File: src/rtl/serial_add_seq.sv
// Bit-serial adder: walks the operands LSB-first through a single full-adder
// cell, keeping the carry in a flop and assembling the result in a shift register.

module adder (
    input  logic a,
    input  logic b,
    input  logic cin,
    output logic sum,
    output logic cout
);
    assign sum  = a ^ b ^ cin;
    assign cout = (a & b) | (cin & (a ^ b));
endmodule

module serial_add_seq #(
    parameter int WIDTH = 8
) (
    input  logic             clk,
    input  logic             rst_n,
    input  logic             start,
    input  logic [WIDTH-1:0] a,
    input  logic [WIDTH-1:0] b,
    input  logic             cin,
    output logic             busy,
    output logic             done,
    output logic [WIDTH-1:0] sum,
    output logic             cout
);
    localparam int CNT_W = $clog2(WIDTH + 1);
    localparam logic [CNT_W-1:0] LAST_BIT = CNT_W'(WIDTH - 1);

    localparam logic [1:0] ST_IDLE = 2'd0;
    localparam logic [1:0] ST_RUN  = 2'd1;
    localparam logic [1:0] ST_DONE = 2'd2;

    logic [1:0]       state_q, state_d;
    logic [WIDTH-1:0] sa_q, sa_d;
    logic [WIDTH-1:0] sb_q, sb_d;
    logic [WIDTH-1:0] sr_q, sr_d;
    logic             c_q, c_d;
    logic [CNT_W-1:0] cnt_q, cnt_d;
    logic [WIDTH-1:0] sum_q, sum_d;
    logic             cout_q, cout_d;

    logic             fa_sum;
    logic             fa_cout;
    logic [WIDTH-1:0] sr_shift;

    adder u_fa (sa_q[0], sb_q[0], c_q, fa_sum, fa_cout);

    // New bit enters at the MSB; written as a whole-vector shift so WIDTH=1 needs no special case.
    assign sr_shift = (sr_q >> 1) | (WIDTH'(fa_sum) << (WIDTH - 1));

    always_comb begin
        state_d = state_q;
        sa_d    = sa_q;
        sb_d    = sb_q;
        sr_d    = sr_q;
        c_d     = c_q;
        cnt_d   = cnt_q;
        sum_d   = sum_q;
        cout_d  = cout_q;
        case (state_q)
            ST_RUN: begin
                sa_d  = sa_q >> 1;
                sb_d  = sb_q >> 1;
                sr_d  = sr_shift;
                c_d   = fa_cout;
                cnt_d = cnt_q + CNT_W'(1);
                if (cnt_q == LAST_BIT) begin
                    sum_d   = sr_shift;
                    cout_d  = fa_cout;
                    state_d = ST_DONE;
                end
            end
            default: begin
                // IDLE and DONE both accept a request; an unused encoding recovers the same way.
                if (start) begin
                    sa_d    = a;
                    sb_d    = b;
                    c_d     = cin;
                    cnt_d   = '0;
                    sr_d    = '0;
                    state_d = ST_RUN;
                end else begin
                    state_d = ST_IDLE;
                end
            end
        endcase
    end

    always_ff @(posedge clk or negedge rst_n) begin
        if (!rst_n) begin
            state_q <= ST_IDLE;
            sa_q    <= '0;
            sb_q    <= '0;
            sr_q    <= '0;
            c_q     <= 1'b0;
            cnt_q   <= '0;
            sum_q   <= '0;
            cout_q  <= 1'b0;
        end else begin
            state_q <= state_d;
            sa_q    <= sa_d;
            sb_q    <= sb_d;
            sr_q    <= sr_d;
            c_q     <= c_d;
            cnt_q   <= cnt_d;
            sum_q   <= sum_d;
            cout_q  <= cout_d;
        end
    end

    assign busy = (state_q == ST_RUN);
    assign done = (state_q == ST_DONE);
    assign sum  = sum_q;
    assign cout = cout_q;

endmodule

File: config.mk
export PLATFORM = sky130hd
export DESIGN_NAME = serial_add_seq
export DESIGN_NICKNAME = d
export VERILOG_FILES = /design/src/rtl/serial_add_seq.sv
export SDC_FILE = /design/constraint.sdc
export NUM_CORES = 1
export LEC_CHECK = 0
export ABC_AREA = 1
export BUFFER_PORTS_ARGS = -buffer_cell sky130_fd_sc_hd__buf_2
export CAP_MARGIN = 40
export CORE_MARGIN = 3
export CORE_UTILIZATION = 48
export CTS_BUF_LIST = sky130_fd_sc_hd__clkbuf_4 sky130_fd_sc_hd__clkbuf_8 sky130_fd_sc_hd__clkbuf_16
export DETAILED_ROUTE_END_ITERATION = 10
export PLACE_DENSITY_LB_ADDON = 0.12
export SYNTH_ARGS = -nofsm -noshare
export SYNTH_HDL_FRONTEND = slang
export SYNTH_HIERARCHICAL = 1
export SYNTH_SLANG_ARGS = --single-unit
File: constraint.sdc
create_clock -name clk -period 1.2 [get_ports clk]
set_input_delay 0.18 -clock clk [delete_from_list [all_inputs] [get_ports clk]]
set_output_delay 0.18 -clock clk [all_outputs]
set_load 0.02 [all_outputs]
==> impl_metrics.toml <==
[run_status]
outcome = "finished, violations left"
violations = "setup timing"

[clock_network]
clockBufferDepth = 2
cts_buffers = 5
cts_htree_levels = 2
cts_root_buf = "clkbuf_4"
clk_pin_slew_ps = 110
cts_sinks = 39
cts_tree = "built"
clk_latency_ps = 360

[synthesis]
synth_compound_area_share_pct = 3.13
syn_avg_cell_area_um2 = 8.77
synth_seq_cells = 39
seq_area_frac_synth_pct = 59.5
synth_xor_area_share_pct = 0
synthAdderAreaFrac_pct = 1.98
syn_inst = 187
synth_top_family_by_area = "simple AND/OR/NAND/NOR gates"
synthesis.nets = 209
synth.area.mux_share_pct = 0
synth-simple-area-share_pct = 30.6
synth_cell_type_count = 16
ys_warn_count = 6
syn_area_um2 = 1640

[finish]
final_layout_size_suffix_gt1_share_pct = 41.8
fin_cells = 283
multiInputGateArea_um2 = 758
mostFrequentLayoutCells = "58 x nand2_1, 39 x dfrtp_1, 28 x buf_2"
register_area_um2 = 976
final_common_cell = "nand2_1"
fillers = 248
fin_nets = 260
syn_to_final_growth_pct = 38.3
antenna_cells = 0
utilization_pct = 71.9

[worst_setup_path]
crit_buf_inv = 3
slowest_delay_ps = 420
path_max_fanout = 3
path_cells = "inv_2, nor2_4, buf_12, buf_8"
crit_family = "flip-flops"
required_ps = 1020
cpMaxStageDelayCell = "dfrtp_1"
path_class = "flop to primary output"
critPathCaptureType = "primary output"
worstPathArrival_ps = 1170
worstSetupStartpointType = "flop"

[flow_run]
cap_violations = 0

[routing]
num_vias = 1464
wirelength_um = 3790
vias_per_cell = 5.17
dr.pass1.iters = 4
drtIter0Drc = 82
drc_errors = 0
drt-wirelength-per-cell_um = 13.4
detail-route-antenna-nets = 0

[timing]
finalSetupViolCount = 33
fmax_ghz = 0.743
worst_pin_slew_ps = 270
fin_ws_ps = -146
slew_headroom_pct = 81.9
post-route-period-util_pct = 112
grt_setup_unrepaired = "true"
period_needed_ps = 1350
maxSlewViolCount = 0
final_hold_viol_count = 0
fin_skew_ps = 6.96

[global_routing]
antenna_found_initial = 0
track_usage_pct = 19.2
grt_pass1_vias = 1438
grt_pass1_wl_um = 6150
grt_max_degree = 40
gr-total-overflow = 0

[power]
irDropWorstVdd_uv = 1500
leakagePower_nw = 1.29
powerDensity_nw_per_um2 = 2530

[floorplan]
core.rowCount = 20
num_io_pins = 31
die_width_um = 64.5
fp.coreArea_um2 = 3150
die-height_um = 64.5
initial_core_util_pct = 52.0
die_area_um2 = 4160

[place]
dp.cells = 267
dp_hpwl_um = 2390
pre_cts_slack_ps = 14.0
place_congestion = 0.763
numPortBuffers = 30

[min_path]
hold_class = "input port to flop"
## layer usage
| metal | track usage (%) | part of all wire (%) |
|---|---|---|
| met1 | 23.0 | 42 |
| met2 | 32.6 | 52 |
| met3 | 4.16 | 3.9 |
| met4 | 9.76 | 2.4 |
| met5 | 0 | 0 |
## state kept, by name, indices dropped and copies added (netlist names)
signal and count:
sa_q 8, sb_q 8, sum 8, sr_q 7, cnt_q 4, state_q 2
c_q 1, cout 1
## cells by family (layout without fill, tap and decap cells)
family,count (synthesis),after routing
simple gates,119,119
flops,39,39
fa+ha+maj,2,2
buf+inv,18,70
compound gates,9,9
## report_power, final
| group | internal, mW | leakage, nW | switching, mW |
|---|---|---|---|
| Combinational | 1.28 | 0.746 | 1.53 |
| Sequential | 1.87 | 0.507 | 0.397 |
| Clock | 0.218 | 0.0347 | 0.444 |
## worst reg2reg max path, stage by stage, from the launching register on
cell and delay (ps):
dfrtp_1 430, inv_2 90, nor2_4 40, buf_4 130, buf_6 130, nor2_4 130
buf_6 170, nand2_2 70, nand3_2 60
## repair_timing
item | 4_1_cts | 5_1_grt
hold buffers | 1 | 0
endpoints found under the setup margin | 2 | 34
gates resized for setup | 7 | 59
buffers inserted | 2 | 4
cloned | 0 | 1
hold endpoints to repair | 39 | 0
pin swaps | 1 | 5
## synthesized netlist by cell type (all sizes together)
master | count | share of area (%)
inv | 10 | 2.3
nand3b | 1 | 0.46
ha | 1 | 0.76
nand3 | 33 | 10
clkbuf | 1 | 0.23
o21ai | 3 | 0.92
dfrtp | 39 | 59
buf | 7 | 2.3
nor2 | 8 | 2.3
o22ai | 5 | 1.9
fa | 1 | 1.2
nand4 | 1 | 0.38
nand2 | 76 | 17
a21oi | 1 | 0.30
## stage by stage
| stage | power, mW | hold slack (ps) | cell area, um^2 | setup TNS [ps] |
|---|---|---|---|---|
| 5_1_grt | 6.18 | 4.18 | 2270 | -4880 |
| 2_1_floorplan | 3.53 | -116 | 1640 | 0 |
| 3_3_place_gp | 4.24 | 160 | 1930 | 0 |
| 3_5_place_dp | 4.34 | 162 | 1930 | 0 |
| 4_1_cts | 5.13 | 14.9 | 2030 | -260 |
| 6_report | 5.73 | 18.1 | 2270 | -2460 |
## final cells by class
type                            instances  share of cell area [%]
Clock buffer                            5                    1.65
Clock inverter                          3                   0.662
Inverter                               10                    1.65
Multi-Input combinational cell        130                    33.4
Sequential cell                        39                    43.0
Tap cell                               44                    2.43
Timing Repair Buffer                   52                    17.2
## path summary, 6_finish.rpt
kind	slack, ps	start	cells after the start	to
setup / recovery	-150	state_q[0]	4	busy
hold / removal	20	b[7]	3	sb_q[7]
setup reg to reg	-110	state_q[0]	8	sa_q[0]
hold reg to reg	480	sum[4]	2	sum[4]
max in group asynchronous	700	rst_n	3	sb_q[0]
min in group asynchronous	300	rst_n	3	cnt_q[3]
(Power assumes the default switching activity.)
